File: config.mk
export PLATFORM = sky130hd
export DESIGN_NAME = spi_txn_arbiter_flat
export DESIGN_NICKNAME = d
export VERILOG_FILES = /design/src/rtl/spi_pkg.sv /design/src/rtl/spi_txn_arbiter_if.sv /design/src/rtl/rr_arbiter.sv /design/src/rtl/spi_txn_arbiter.sv /design/src/flat_wrapper.sv
export SDC_FILE = /design/constraint.sdc
export NUM_CORES = 1
export LEC_CHECK = 0
export ABC_AREA = 1
export BUFFER_PORTS_ARGS = -buffer_cell sky130_fd_sc_hd__buf_2
export CAP_MARGIN = 20
export CORE_MARGIN = 2
export CORE_UTILIZATION = 46
export DETAILED_ROUTE_END_ITERATION = 16
export PLACE_DENSITY_LB_ADDON = 0.3
export SLEW_MARGIN = 20
export SYNTH_ARGS = -nofsm -noshare
export SYNTH_HDL_FRONTEND = slang
export SYNTH_SLANG_ARGS = --single-unit
File: constraint.sdc
create_clock -name clk -period 1.33 [get_ports clk]
set_clock_uncertainty 0.05 [all_clocks]
set_input_delay 0.1995 -clock clk [delete_from_list [all_inputs] [get_ports clk]]
set_output_delay 0.1995 -clock clk [all_outputs]
set_load 0.02 [all_outputs]
File: src/rtl/spi_pkg.sv
// Shared definitions for the SPI transaction arbiter: FSM encoding and
// default byte/timeout values used by the top and its bench.
package spi_pkg;

  typedef enum logic [2:0] {
    S_IDLE    = 3'd0,
    S_GRANT   = 3'd1,
    S_SEND    = 3'd2,
    S_WAIT_RX = 3'd3,
    S_DONE    = 3'd4
  } state_t;

  localparam logic [7:0] DUMMY_BYTE_DEF = 8'h00;
  localparam int         TIMEOUT_DEF    = 1024;

  // Bits needed to index n items; never narrower than one bit.
  function automatic int idx_width(input int n);
    return (n > 1) ? $clog2(n) : 1;
  endfunction

endpackage

File: src/rtl/spi_txn_arbiter_if.sv
// Requester handshake plus SPI_master-facing signals of the arbiter.
// The slave modport is the arbiter's view; master is the environment's view.
interface spi_txn_arbiter_if #(
  parameter int N_REQ    = 2,
  parameter int SPI_SIZE = 2,
  parameter int LEN_W    = 3
);
  logic [N_REQ-1:0]       req_valid;
  logic [8*N_REQ-1:0]     req_cmd;
  logic [LEN_W*N_REQ-1:0] req_len;
  logic [N_REQ-1:0]       req_ready;
  logic [N_REQ-1:0]       rsp_valid;
  logic [7:0]             rsp_data;
  logic                   rsp_last;
  logic                   rsp_err;
  logic                   busy;
  logic [7:0]             spi_tx_byte;
  logic                   spi_tx_dv;
  logic [SPI_SIZE-1:0]    spi_code;
  logic                   spi_tx_ready;
  logic                   spi_rx_dv;
  logic [7:0]             spi_rx_byte;

  modport slave (
    input  req_valid, req_cmd, req_len, spi_tx_ready, spi_rx_dv, spi_rx_byte,
    output req_ready, rsp_valid, rsp_data, rsp_last, rsp_err, busy,
           spi_tx_byte, spi_tx_dv, spi_code
  );

  modport master (
    output req_valid, req_cmd, req_len, spi_tx_ready, spi_rx_dv, spi_rx_byte,
    input  req_ready, rsp_valid, rsp_data, rsp_last, rsp_err, busy,
           spi_tx_byte, spi_tx_dv, spi_code
  );
endinterface

File: src/rtl/rr_arbiter.sv
// Combinational round-robin pick: first set request after the last-grant
// pointer, wrapping modulo N_REQ.
module rr_arbiter #(
  parameter int N_REQ = 2,
  parameter int IDX_W = 1
) (
  input  logic [IDX_W-1:0] ptr_i,
  input  logic [N_REQ-1:0] req_i,
  output logic [N_REQ-1:0] gnt_o,
  output logic [IDX_W-1:0] idx_o
);

  logic             found;
  logic [IDX_W-1:0] j;

  always_comb begin
    gnt_o = '0;
    idx_o = '0;
    found = 1'b0;
    j     = '0;
    // Offset N_REQ wraps back to the pointer itself, so the last owner is
    // only picked again when nobody else is waiting.
    for (int k = 1; k <= N_REQ; k++) begin
      j = IDX_W'((int'(ptr_i) + k) % N_REQ);
      if (!found && req_i[j]) begin
        found    = 1'b1;
        gnt_o[j] = 1'b1;
        idx_o    = j;
      end
    end
  end

endmodule

File: src/rtl/spi_txn_arbiter.sv
// Round-robin transaction scheduler sharing one SPI_master among N_REQ
// requesters: command byte, len dummy bytes, read data back, watchdog abort.
module spi_txn_arbiter
  import spi_pkg::*;
#(
  parameter int         N_REQ      = 2,
  parameter int         SPI_SIZE   = 2,
  parameter int         LEN_W      = 3,
  parameter int         TIMEOUT    = TIMEOUT_DEF,
  parameter logic [7:0] DUMMY_BYTE = DUMMY_BYTE_DEF
) (
  input  logic             clk,
  input  logic             rst,
  spi_txn_arbiter_if.slave bus
);

  localparam int IDX_W = idx_width(N_REQ);
  localparam int WD_W  = idx_width(TIMEOUT);

  state_t              state_q, state_d;
  logic [IDX_W-1:0]    ptr_q, ptr_d;
  logic [IDX_W-1:0]    owner_q, owner_d;
  logic [7:0]          cmd_q, cmd_d;
  logic [LEN_W-1:0]    len_q, len_d;
  logic [LEN_W-1:0]    cnt_q, cnt_d;
  logic [WD_W-1:0]     wd_q, wd_d;
  logic [SPI_SIZE-1:0] code_q, code_d;

  logic [N_REQ-1:0]    win_gnt;
  logic [IDX_W-1:0]    win_idx;
  logic [N_REQ-1:0]    owner_oh;
  logic                cnt_last;
  logic                wd_zero;

  rr_arbiter #(
    .N_REQ (N_REQ),
    .IDX_W (IDX_W)
  ) u_rr (
    .ptr_i (ptr_q),
    .req_i (bus.req_valid),
    .gnt_o (win_gnt),
    .idx_o (win_idx)
  );

  assign owner_oh = N_REQ'(1) << owner_q;
  assign cnt_last = (cnt_q == len_q);
  assign wd_zero  = (wd_q == '0);

  // Pointer starts at the last requester so requester 0 wins first.
  always_ff @(posedge clk or posedge rst) begin
    if (rst) begin
      state_q <= S_IDLE;
      ptr_q   <= IDX_W'(N_REQ - 1);
      owner_q <= '0;
      cnt_q   <= '0;
      wd_q    <= '0;
      code_q  <= '0;
    end else begin
      state_q <= state_d;
      ptr_q   <= ptr_d;
      owner_q <= owner_d;
      cnt_q   <= cnt_d;
      wd_q    <= wd_d;
      code_q  <= code_d;
    end
  end

  always_ff @(posedge clk) begin
    cmd_q <= cmd_d;
    len_q <= len_d;
  end

  always_comb begin
    state_d = state_q;
    ptr_d   = ptr_q;
    owner_d = owner_q;
    cmd_d   = cmd_q;
    len_d   = len_q;
    cnt_d   = cnt_q;
    wd_d    = wd_q;
    code_d  = code_q;
    unique case (state_q)
      S_IDLE: begin
        if (|bus.req_valid) state_d = S_GRANT;
      end
      S_GRANT: begin
        if (|win_gnt) begin
          owner_d = win_idx;
          cmd_d   = bus.req_cmd[int'(win_idx)*8 +: 8];
          len_d   = bus.req_len[int'(win_idx)*LEN_W +: LEN_W];
          code_d  = SPI_SIZE'(win_idx);
          cnt_d   = '0;
          state_d = S_SEND;
        end else begin
          state_d = S_IDLE;
        end
      end
      S_SEND: begin
        if (bus.spi_tx_ready) begin
          wd_d    = WD_W'(TIMEOUT - 1);
          state_d = S_WAIT_RX;
        end
      end
      S_WAIT_RX: begin
        // Received data beats a watchdog expiring in the same cycle.
        if (bus.spi_rx_dv) begin
          if (cnt_last) begin
            state_d = S_DONE;
          end else begin
            cnt_d   = cnt_q + 1'b1;
            state_d = S_SEND;
          end
        end else if (wd_zero) begin
          state_d = S_DONE;
        end else begin
          wd_d = wd_q - 1'b1;
        end
      end
      S_DONE: begin
        ptr_d   = owner_q;
        state_d = S_IDLE;
      end
      default: state_d = S_IDLE;
    endcase
  end

  always_comb begin
    bus.req_ready   = '0;
    bus.rsp_valid   = '0;
    bus.rsp_data    = '0;
    bus.rsp_last    = 1'b0;
    bus.rsp_err     = 1'b0;
    bus.spi_tx_dv   = 1'b0;
    bus.spi_tx_byte = '0;
    bus.busy        = (state_q != S_IDLE);
    bus.spi_code    = code_q;
    unique case (state_q)
      S_GRANT: bus.req_ready = win_gnt;
      S_SEND: begin
        if (bus.spi_tx_ready) begin
          bus.spi_tx_dv   = 1'b1;
          bus.spi_tx_byte = (cnt_q == '0) ? cmd_q : DUMMY_BYTE;
        end
      end
      S_WAIT_RX: begin
        // The byte clocked in during the command exchange carries no data.
        if (bus.spi_rx_dv) begin
          if (cnt_q != '0) begin
            bus.rsp_valid = owner_oh;
            bus.rsp_data  = bus.spi_rx_byte;
            bus.rsp_last  = cnt_last;
          end
        end else if (wd_zero) begin
          bus.rsp_valid = owner_oh;
          bus.rsp_last  = 1'b1;
          bus.rsp_err   = 1'b1;
        end
      end
      default: ;
    endcase
  end

endmodule

File: src/flat_wrapper.sv
// flat-port wrapper written by rule: the top's interface ports become plain ports
module spi_txn_arbiter_flat import spi_pkg::*;
#(
  parameter int         N_REQ      = 2,
  parameter int         SPI_SIZE   = 2,
  parameter int         LEN_W      = 3,
  parameter int         TIMEOUT    = TIMEOUT_DEF,
  parameter logic [7:0] DUMMY_BYTE = DUMMY_BYTE_DEF
)
  (clk, rst, bus_req_valid, bus_req_cmd, bus_req_len, bus_spi_tx_ready, bus_spi_rx_dv, bus_spi_rx_byte, bus_req_ready, bus_rsp_valid, bus_rsp_data, bus_rsp_last, bus_rsp_err, bus_busy, bus_spi_tx_byte, bus_spi_tx_dv, bus_spi_code);
  spi_txn_arbiter_if #(.N_REQ(N_REQ), .SPI_SIZE(SPI_SIZE), .LEN_W(LEN_W)) bus_i ();
  input  logic clk;
  input  logic rst;
  input wire logic [$bits(bus_i.req_valid)-1:0] bus_req_valid;
  input wire logic [$bits(bus_i.req_cmd)-1:0] bus_req_cmd;
  input wire logic [$bits(bus_i.req_len)-1:0] bus_req_len;
  input wire logic [$bits(bus_i.spi_tx_ready)-1:0] bus_spi_tx_ready;
  input wire logic [$bits(bus_i.spi_rx_dv)-1:0] bus_spi_rx_dv;
  input wire logic [$bits(bus_i.spi_rx_byte)-1:0] bus_spi_rx_byte;
  output wire logic [$bits(bus_i.req_ready)-1:0] bus_req_ready;
  output wire logic [$bits(bus_i.rsp_valid)-1:0] bus_rsp_valid;
  output wire logic [$bits(bus_i.rsp_data)-1:0] bus_rsp_data;
  output wire logic [$bits(bus_i.rsp_last)-1:0] bus_rsp_last;
  output wire logic [$bits(bus_i.rsp_err)-1:0] bus_rsp_err;
  output wire logic [$bits(bus_i.busy)-1:0] bus_busy;
  output wire logic [$bits(bus_i.spi_tx_byte)-1:0] bus_spi_tx_byte;
  output wire logic [$bits(bus_i.spi_tx_dv)-1:0] bus_spi_tx_dv;
  output wire logic [$bits(bus_i.spi_code)-1:0] bus_spi_code;
  assign bus_i.req_valid = bus_req_valid;
  assign bus_i.req_cmd = bus_req_cmd;
  assign bus_i.req_len = bus_req_len;
  assign bus_i.spi_tx_ready = bus_spi_tx_ready;
  assign bus_i.spi_rx_dv = bus_spi_rx_dv;
  assign bus_i.spi_rx_byte = bus_spi_rx_byte;
  assign bus_req_ready = bus_i.req_ready;
  assign bus_rsp_valid = bus_i.rsp_valid;
  assign bus_rsp_data = bus_i.rsp_data;
  assign bus_rsp_last = bus_i.rsp_last;
  assign bus_rsp_err = bus_i.rsp_err;
  assign bus_busy = bus_i.busy;
  assign bus_spi_tx_byte = bus_i.spi_tx_byte;
  assign bus_spi_tx_dv = bus_i.spi_tx_dv;
  assign bus_spi_code = bus_i.spi_code;
  spi_txn_arbiter #(.N_REQ(N_REQ), .SPI_SIZE(SPI_SIZE), .LEN_W(LEN_W), .TIMEOUT(TIMEOUT), .DUMMY_BYTE(DUMMY_BYTE)) u_core (.clk(clk), .rst(rst), .bus(bus_i));
endmodule
After elaboration in Yosys (flattened, before gate mapping)
Cells that the tools add are included.
{"block": "word_totals", "ff_bits": 29, "in_bits": 36, "word_cells": 97}
{"block": "op_classes", "addsub": 4, "mul": 1, "order_cmp": 4, "n_eq_ne": 13, "shift": 3, "n_mux": 47, "bitwise": 1, "reduce_logical": 17}
{"cell": "$mux W8", "n": 6}
{"cell": "$shiftx A6 B32 Y3", "n": 1}
{"cell": "$mux W10", "n": 3}
{"cell": "$mux W3", "n": 8}
{"cell": "$pmux W10 S2", "n": 1}
{"cell": "$mux W1", "n": 17}
{"cell": "$mux W2", "n": 8}
{"cell": "$shiftx A16 B5 Y8", "n": 1}
{"cell": "$pmux W3 S4", "n": 1}
{"cell": "$logic_not A10 Y1", "n": 1}
{"cell": "$ne A2 B2 Y1 const B", "n": 5}
{"cell": "$sub A10 B1 Y10 const B", "n": 1}
{"cell": "$reduce_and A4 Y1", "n": 2}
{"cell": "$eq A3 B2 Y1 const B", "n": 2}
{"cell": "$logic_not A3 Y1", "n": 2}
{"cell": "$pmux W3 S2", "n": 1}
{"cell": "$reduce_bool A3 Y1", "n": 2}
{"cell": "$lt A1 B2 Y1 const B", "n": 2}
{"cell": "$ne A2 B1 Y1 const B", "n": 2}
{"cell": "$reduce_bool A2 Y1", "n": 2}
{"cell": "$reduce_or A2 Y1", "n": 2}
{"cell": "$add A3 B1 Y3 const B", "n": 1}
{"cell": "$eq A3 B1 Y1 const B", "n": 1}
{"cell": "$eq A3 B3 Y1", "n": 1}
{"cell": "12 further kinds", "n": 17}

Depth between registers and ports, before layout
Gate-level depths: netlist of run 1.
{"block": "depth", "depth_word": 11, "mapped_depth": 10, "mapped_depth_nobuf": 10}

Modules after synthesis
From an unflattened synthesis of run 1, not the netlist that was laid out.
{"block": "hier_totals", "cells_unflattened": 257, "area_unflattened_um2": 1895.6}
{"mod": "spi_txn_arbiter", "instances": 1, "cells_per_inst": 251, "area_per_inst_um2": 1870.5}
{"mod": "rr_arbiter", "instances": 1, "cells_per_inst": 6, "area_per_inst_um2": 25.0}

Least setup slack after synthesis of run 1
OpenSTA, ideal clock, no wires.
{"block": "synth_timing", "kind": "reg-to-output", "start": "register u_core.ptr_q", "end": "output port bus_req_ready[0]", "arrival_time_ns": 1.648, "required_ns": 1.081, "setup_slack_ns": -0.568, "stages_incl_launch_ff": 3, "path_cell_list": "dfstp_2 > inv_1 > a2111oi_0"}
{"block": "synth_between", "elab_chain_cells": 9, "elab_cells_between_ends": 23, "cone_classes": "2 x add/sub; 4 x order compare; 12 x mux; 1 x bitwise; 4 x reduce/logical"}
{"element": "from (decl)", "line_no": "spi_txn_arbiter.sv:21", "rtl": "logic [IDX_W-1:0] ptr_q, ptr_d;"}
{"element": "from (signal assigned)", "line_no": "spi_txn_arbiter.sv:53", "rtl": "ptr_q <= IDX_W'(N_REQ - 1);"}
{"element": "from (signal assigned)", "line_no": "spi_txn_arbiter.sv:60", "rtl": "ptr_q <= ptr_d;"}
{"element": "$add A1 B1 Y1", "line_no": "rr_arbiter.sv:24", "rtl": "j = IDX_W'((int'(ptr_i) + k) % N_REQ);"}
{"element": "$lt A1 B2 Y1 (implied by the code) / $ge A1 B1 Y1 (equally long branches)", "line_no": "rr_arbiter.sv:27", "rtl": "gnt_o[j] = 1'b1;"}
{"element": "$logic_and A1 B1 Y1 (implied by the code)", "line_no": "rr_arbiter.sv:27"}
{"element": "$mux W1 (implied by the code)", "line_no": "rr_arbiter.sv:27"}
{"element": "$demux W1 S1", "line_no": "rr_arbiter.sv:27"}
{"element": "$mux W2", "line_no": "rr_arbiter.sv:25", "rtl": "if (!found && req_i[j]) begin"}
{"element": "$or A2 B2 Y2 (no source line)"}
{"element": "$mux W2 *", "line_no": "rr_arbiter.sv:25"}
{"element": "$mux W2 *", "line_no": "spi_txn_arbiter.sv:137", "rtl": "unique case (state_q)"}
{"element": "to (decl)", "line_no": "flat_wrapper.sv:20", "rtl": "output wire logic [$bits(bus_i.req_ready)-1:0] bus_req_ready;"}
Every way passes the cells marked *; elsewhere a longest branch is shown, timed or not. The select of a mux whose other input is x is not followed.

Worst setup path after layout of run 1
{"block": "layout_timing", "start": "register u_core.wd_q[5]", "end": "output port bus_rsp_valid[0]"}
{"block": "layout_between", "elab_chain_cells": 4}
{"element": "from (decl)", "line_no": "spi_txn_arbiter.sv:26", "rtl": "logic [WD_W-1:0] wd_q, wd_d;"}
{"element": "from (signal assigned)", "line_no": "spi_txn_arbiter.sv:63", "rtl": "wd_q <= wd_d;"}
{"element": "$logic_not A10 Y1", "line_no": "spi_txn_arbiter.sv:47", "rtl": "assign wd_zero = (wd_q == '0);"}
{"element": "$mux W2", "line_no": "spi_txn_arbiter.sv:153", "rtl": "end else if (wd_zero) begin"}
{"element": "$mux W2", "line_no": "spi_txn_arbiter.sv:147", "rtl": "if (bus.spi_rx_dv) begin"}
{"element": "$mux W2", "line_no": "spi_txn_arbiter.sv:137"}
{"element": "to (decl)", "line_no": "flat_wrapper.sv:21", "rtl": "output wire logic [$bits(bus_i.rsp_valid)-1:0] bus_rsp_valid;"}
No other way between the ends.

==> results of run 1 <==
[cell type report]
type	count	area, µm²
Clock buffer	5	68.8
Clock inverter	3	12.5
Fill cell	182	480
Inverter	39	190
Multi-Input combinational cell	197	1430
Sequential cell	29	783
Tap cell	50	62.6
Timing Repair Buffer	122	983
Timing Repair inverter	2	15.0
[worst max-delay path: stages (launching register included)]
cell                       delay, ns
sky130_fd_sc_hd__dfrtp_1        0.40
sky130_fd_sc_hd__inv_1          0.13
sky130_fd_sc_hd__nand2_2        0.10
sky130_fd_sc_hd__nor2_4         0.16
sky130_fd_sc_hd__nand2_2        0.08
sky130_fd_sc_hd__nand2_1        0.08
sky130_fd_sc_hd__o211ai_1       0.18
sky130_fd_sc_hd__nor2_2         0.19
sky130_fd_sc_hd__buf_6          0.13
[sequential cells by signal, indices dropped and copies added (netlist names)]
| signal | count |
|---|---|
| u_core.wd_q | 10 |
| u_core.cmd_q | 8 |
| u_core.cnt_q | 3 |
| u_core.len_q | 3 |
| u_core.state_q | 3 |
| u_core.owner_q | 1 |
| u_core.ptr_q | 1 |
[power groups by stage]
| stage | clock [mW] | combinational, mW | sequential, mW |
|---|---|---|---|
| floorplan | 0 | 2.41 | 1.61 |
| finish | 0.721 | 6.10 | 1.64 |
| detailed placement | 0 | 3.86 | 1.56 |
| CTS | 0.687 | 4.80 | 1.56 |
| global route | 0.758 | 6.43 | 1.67 |
| global placement | 0 | 3.78 | 1.54 |
[final timing paths]
check,startpoint,to,cells after the start
worst max-delay path,u_core.wd_q[5]$_DFFE_PP0P_,bus_rsp_valid[0],8
worst min-delay path,bus_req_cmd[9],u_core.cmd_q[1]$_DFFE_PP_,3
worst max register to register,u_core.wd_q[5]$_DFFE_PP0P_,u_core.wd_q[5]$_DFFE_PP0P_,12
worst min register to register,u_core.ptr_q$_DFFE_PP1N_,u_core.ptr_q$_DFFE_PP1N_,2
max in group asynchronous,rst,u_core.ptr_q$_DFFE_PP1N_,4
min in group asynchronous,rst,u_core.wd_q[9]$_DFFE_PP0P_,4
[cells by family (layout without fill, tap and decap cells)]
kind of cell    Yosys count  count (layout)  synth area share [%]
other cells               1               1                 0.193
fa+ha+maj                 4               4                  2.58
xor+xnor                  5               5                  2.25
flops                    29              29                  40.2
compound gates           14              14                  4.25
buf+inv                  44             171                  9.66
simple gates            171             173                  40.8
[synthesized netlist by cell type (all sizes together)]
cell     instances  area, µm²
ha               4       50.1
a2111oi          1       8.76
inv             38        148
conb             1       3.75
o21bai           1       7.51
nand2          107        467
a21oi            1       8.76
nand3           20        113
buf              4       31.3
xnor2            5       43.8
clkinv           1       5.00
o211ai           1       7.51
nor3             2       10.0
nand3b           3       22.5
clkbuf           1       3.75
edfxtp          11        330
o21ai           10       50.0
dfstp            1       26.3
nor2            39        181
dfrtp           17        425
[what timing repair did]
item	in CTS	in global routing
gates cloned	3	1
pin swaps	11	27
resized for setup	94	60
hold buffers	1	0
setup endpoints to repair	62	63
endpoints found under the hold margin	17	0
buffers inserted	9	13
[layer usage]
| metal | GRT usage [%] | vias to the layer above | part of all wire [%] |
|---|---|---|---|
| li1 | - | 1076 | - |
| met1 | 30.0 | 1200 | 33 |
| met2 | 53.8 | 201 | 51 |
| met3 | 7.47 | 62 | 9.4 |
| met4 | 14.0 | 0 | 6.5 |
| met5 | 0 | - | 0 |
==> results.ini, run 1 <==
[pwr]
p_sw_mw=4.19
static-leakage-power_nw=1.72
ir_worst_vdd_mv=1.43
cellInternalPower_mw=4.27
comb_power_share_pct=72.1
seq_power_share_pct=19.4
proportion_of_power_drawn_by_the_clock_network_pct=8.5
switching_share_of_power_pct=49.5
total_power_mw=8.46
power.density_nw_per_um2=2380

[detailed_routing]
dr_total_vias=2539
drc=0
via_per_inst=5.68
postRouteAntennaNets=0
detailedRoute.firstIterationViolations=245
pre_antenna_drt_iters=7
routed_wl_um=9140
wire_per_inst_um=20.5

[worst_hold_path]
min-delay-path-class=input port to register

[timing]
period_share_pct=150
rsz0062_at_grt=true
finalWorstSetupSlack_ns=-0.667
layout_min_cycle_time_ns=2.00
final_hold_viol_count=0
fin_worst_hold_slack_ns=0.133
post_route_setup_tns_ns=-21.56
fmaxAchievable_mhz=501
drv_slew=0
setup_viol=63

[cells_and_area]
layout.cells.most_common_list=sky130_fd_sc_hd__nand2_1 (73), sky130_fd_sc_hd__buf_4 (47), sky130_fd_sc_hd__buf_2 (36), sky130_fd_sc_hd__buf_6 (36), sky130_fd_sc_hd__nor2_4 (23)
postLayoutCoreUtil_pct=88.1
area_growth_syn_to_layout_pct=82.6
diode_insertion_count_for_antenna_repair=0
layout_commonest_cell=sky130_fd_sc_hd__nand2_1
finish.instance_area_um2=3550
nNetsFinal=436
drive_gt1_share_pct=57.9
non_filler_cells_in_the_finished_layout=447

[status]
failed_checks=negative setup slack
status=complete, but fails checks

[logic_synthesis]
synth_warnings=0
synth.ff_latch_count=29
mappedNetlistArea_um2=1940
ys_seq_area_share_pct=40.2
syn_inst=268
synth.distinct_cells=31
syn-num-nets=308
post_synth.cell_area_avg_um2=7.25

[worst_setup_path]
crit_path_start_kind=register
worst-setup-path-type=register to primary output
worstSetupEndpointType=primary output
rrSetupSlack_ns=-0.46
worstPathRequired_ns=1.08
worst_ep_arrival_time_ns=1.75
critical_path_peak_fanout=4

[job]
maxCapViolations=0

[floorplanning]
die_w_um=69.0
core_um2=4030
dieHeight_um=69.0
floorplan.initialDensity_pct=48.2
number_of_core_rows=23
design.portCount=62
die_area_um2=4760

[clock_tree]
ctsRootBufferMaster=sky130_fd_sc_hd__clkbuf_8
cts_buffers=5
cts_max_path_buffers=2
cts.clk_slew.worst_paths_ns=0.07
htree_levels=2
clock-sinks=29
worstSkewPairLatency_ns=0.29
cts_tree=built

[placed_design]
place.gp.congestion=0.831
placement.setup.worst_slack_ns=-0.259
placed_wire_length_estimate_um=3640
placed_area_um2=2760
port_bufs=60
placed_cells=417

[global_routing]
grt_pass1_vias=2260
globalRouteOverflowTotal=0
wire_length_of_the_first_global_routing_pass_um=9920
grt_max_degree=19
grt_antenna_before_repair=0
grt_use_total_pct=29.0

Power figures use the tool's default switching activity.
==> run 2, diff against run 1 <==
--- a/config.mk
+++ b/config.mk
@@ -12,6 +12,7 @@
 export CORE_UTILIZATION = 46
 export DETAILED_ROUTE_END_ITERATION = 16
 export PLACE_DENSITY_LB_ADDON = 0.3
+export RECOVER_POWER = 100
 export SLEW_MARGIN = 20
 export SYNTH_ARGS = -nofsm -noshare
 export SYNTH_HDL_FRONTEND = slang
==> run 2 against run 1 <==
The run still ends with negative setup slack left. Global-route usage is the same. Critical path type unchanged. Critical endpoint unchanged. Largest power group unchanged. Combinational power is essentially flat. Die area is the same.
==> results.ini, run 2 (synthesized netlist as in run 1, its figures left out) <==
[pwr]
power.density_nw_per_um2=2390  ; about the same
total_power_mw=8.46  ; about the same
ir_worst_vdd_mv=1.43  ; about the same
static-leakage-power_nw=1.72  ; -0.16%

[cells_and_area]
drive_gt1_share_pct=57.4  ; -0.50 points
diode_insertion_count_for_antenna_repair=0  ; unchanged
area_growth_syn_to_layout_pct=82.4
nNetsFinal=436  ; unchanged
finish.instance_area_um2=3540  ; -0.14%
max_reg_flops=10  ; unchanged
layout_commonest_cell=sky130_fd_sc_hd__nand2_1
layout.cells.most_common_list=sky130_fd_sc_hd__nand2_1 (73), sky130_fd_sc_hd__buf_4 (46), sky130_fd_sc_hd__buf_6 (36)
num-fill-cells=185  ; +1.6%
non_filler_cells_in_the_finished_layout=447  ; unchanged
reg_top3=u_core.wd_q (10), u_core.cmd_q (8)
register_name_with_the_most_flops=u_core.wd_q

[worst_hold_path]
min-delay-path-class=input port to register
hold_path_depth=3  ; unchanged

[detailed_routing]
pre_antenna_drt_iters=7  ; unchanged
via_per_inst=5.65  ; -0.51%
dr_total_vias=2526  ; -0.51%
postRouteAntennaNets=0  ; unchanged
routed_wl_um=9150  ; about the same
drc=0  ; unchanged
wire_per_inst_um=20.5  ; about the same
detailedRoute.firstIterationViolations=245  ; unchanged

[timing]
worstMarginPinSlew_ns=0.530
rsz0062_at_grt=true
drv_slew=0  ; unchanged
fmaxAchievable_mhz=503  ; +0.51%
final_hold_viol_count=0  ; unchanged
finalWorstSetupSlack_ns=-0.657  ; +0.0102 ns
worst_slew_margin_rel_pct=64.7
layout_min_cycle_time_ns=1.99  ; -0.0102 ns
period_share_pct=149  ; -0.77 points
setup_viol=63  ; unchanged

[floorplanning]
dieHeight_um=69.0  ; unchanged
design.portCount=62  ; unchanged
die_w_um=69.0  ; unchanged
core_um2=4030  ; unchanged
floorplan.initialDensity_pct=48.2  ; unchanged
number_of_core_rows=23  ; unchanged
die_area_um2=4760  ; unchanged

[worst_setup_path]
crit_path_start_kind=register
critical_path_peak_fanout=4  ; unchanged
worstRegToRegCells=12  ; unchanged
worstSetupEndpointType=primary output
worst_ep_arrival_time_ns=1.74  ; about the same
worst-setup-path-type=register to primary output
worstPathRequired_ns=1.08  ; about the same

[placed_design]
placement.setup.worst_slack_ns=-0.259  ; unchanged
placed_cells=417  ; unchanged
place.gp.congestion=0.831  ; unchanged
placed_wire_length_estimate_um=3640  ; unchanged
placed_area_um2=2760  ; unchanged
port_bufs=60  ; unchanged

[clock_tree]
cts.clk_slew.worst_paths_ns=0.07  ; about the same
htree_levels=2  ; unchanged
cts_tree=built
cts_max_path_buffers=2  ; unchanged
ctsRootBufferMaster=sky130_fd_sc_hd__clkbuf_8
worstSkewPairLatency_ns=0.29  ; about the same
clock-sinks=29  ; unchanged
cts_buffers=5  ; unchanged

[status]
status=complete, but fails checks
failed_checks=negative setup slack

[global_routing]
grt_max_degree=19  ; unchanged
globalRouteOverflowTotal=0  ; unchanged
grt_antenna_before_repair=0  ; unchanged
wire_length_of_the_first_global_routing_pass_um=9920  ; unchanged
grt_use_total_pct=29.0  ; unchanged
grt_pass1_vias=2260  ; unchanged

[job]
maxCapViolations=0  ; unchanged

[run 2: changes by cell type in the layout (fill, tap and decap cells not counted)]
cell / delta
sky130_fd_sc_hd__buf_2: -1
sky130_fd_sc_hd__buf_4: -1
sky130_fd_sc_hd__clkbuf_1: +1
sky130_fd_sc_hd__clkbuf_2: +1
sky130_fd_sc_hd__dfrtp_1: +1
sky130_fd_sc_hd__dfrtp_2: -1
[run 2: cell type report]
type / instances / area (µm²) / area share, %
clock inverters: 3 / 12.5 / 0.353
inverters: 39 / 190 / 5.37
clock buffers: 5 / 68.8 / 1.94
repair buffers: 122 / 980 / 27.6
repair inverters: 2 / 15.0 / 0.424
flip-flops and latches: 29 / 782 / 22.1
multi-input cells: 197 / 1430 / 40.4
well taps: 50 / 62.6 / 1.77
[run 2: power breakdown]
part / internal, mW / switching [mW] / leakage [nW] / total (mW)
registers: 1.34 / 0.294 / 0.317 / 1.64
clock network: 0.352 / 0.368 / 0.0430 / 0.720
logic: 2.57 / 3.53 / 1.36 / 6.10
total: 4.26 / 4.19 / 1.72 / 8.46
[run 2: worst paths after layout]
kind                                             from                    endpoint  slack, ns
setup / recovery           u_core.wd_q[5]$_DFFE_PP0P_            bus_rsp_valid[0]      -0.66
hold / removal                         bus_req_cmd[9]   u_core.cmd_q[1]$_DFFE_PP_       0.13
setup reg to reg           u_core.wd_q[5]$_DFFE_PP0P_  u_core.wd_q[5]$_DFFE_PP0P_      -0.45
hold reg to reg              u_core.ptr_q$_DFFE_PP1N_    u_core.ptr_q$_DFFE_PP1N_       0.50
max in group asynchronous                         rst    u_core.ptr_q$_DFFE_PP1N_       0.33
min in group asynchronous                         rst  u_core.wd_q[9]$_DFFE_PP0P_       0.52
[run 2: metal layers]
layer,wire length [µm],GRT usage (%),up-vias
met4,530,14.0,0
li1,-,-,1075
met2,4700,53.8,202
met3,860,7.47,55
met1,3060,30.0,1194
met5,0,0,-
[run 2: metrics by stage]
| stage | hold WS [ns] | util [%] | TNS, ns |
|---|---|---|---|
| after floorplan | 0.0873 | - | -2.21 |
| after global placement | 0.181 | 68.5 | -6.04 |
| after detailed placement | 0.186 | 68.5 | -7.31 |
| after CTS | 0.128 | 80.5 | -13.09 |
| after global routing | 0.153 | 88.0 | -25.08 |
| final | 0.130 | 88.0 | -22.33 |
[run 2: timing repair]
item / 4_1_cts / 5_1_grt
gates cloned: 3 / 1
pin swaps: 11 / 27
setup buffers: 9 / 13
endpoints found under the setup margin: 62 / 63
hold buffers: 1 / 0
resized for setup: 94 / 60
endpoints found under the hold margin: 17 / 0
[run 2: critical path, cell delays in order, from the launching register on]
cell,delay [ns]
sky130_fd_sc_hd__dfrtp_1,0.40
sky130_fd_sc_hd__inv_1,0.12
sky130_fd_sc_hd__nand2_2,0.10
sky130_fd_sc_hd__nor2_4,0.16
sky130_fd_sc_hd__nand2_2,0.08
sky130_fd_sc_hd__nand2_1,0.08
sky130_fd_sc_hd__o211ai_1,0.18
sky130_fd_sc_hd__nor2_2,0.19
sky130_fd_sc_hd__buf_6,0.13
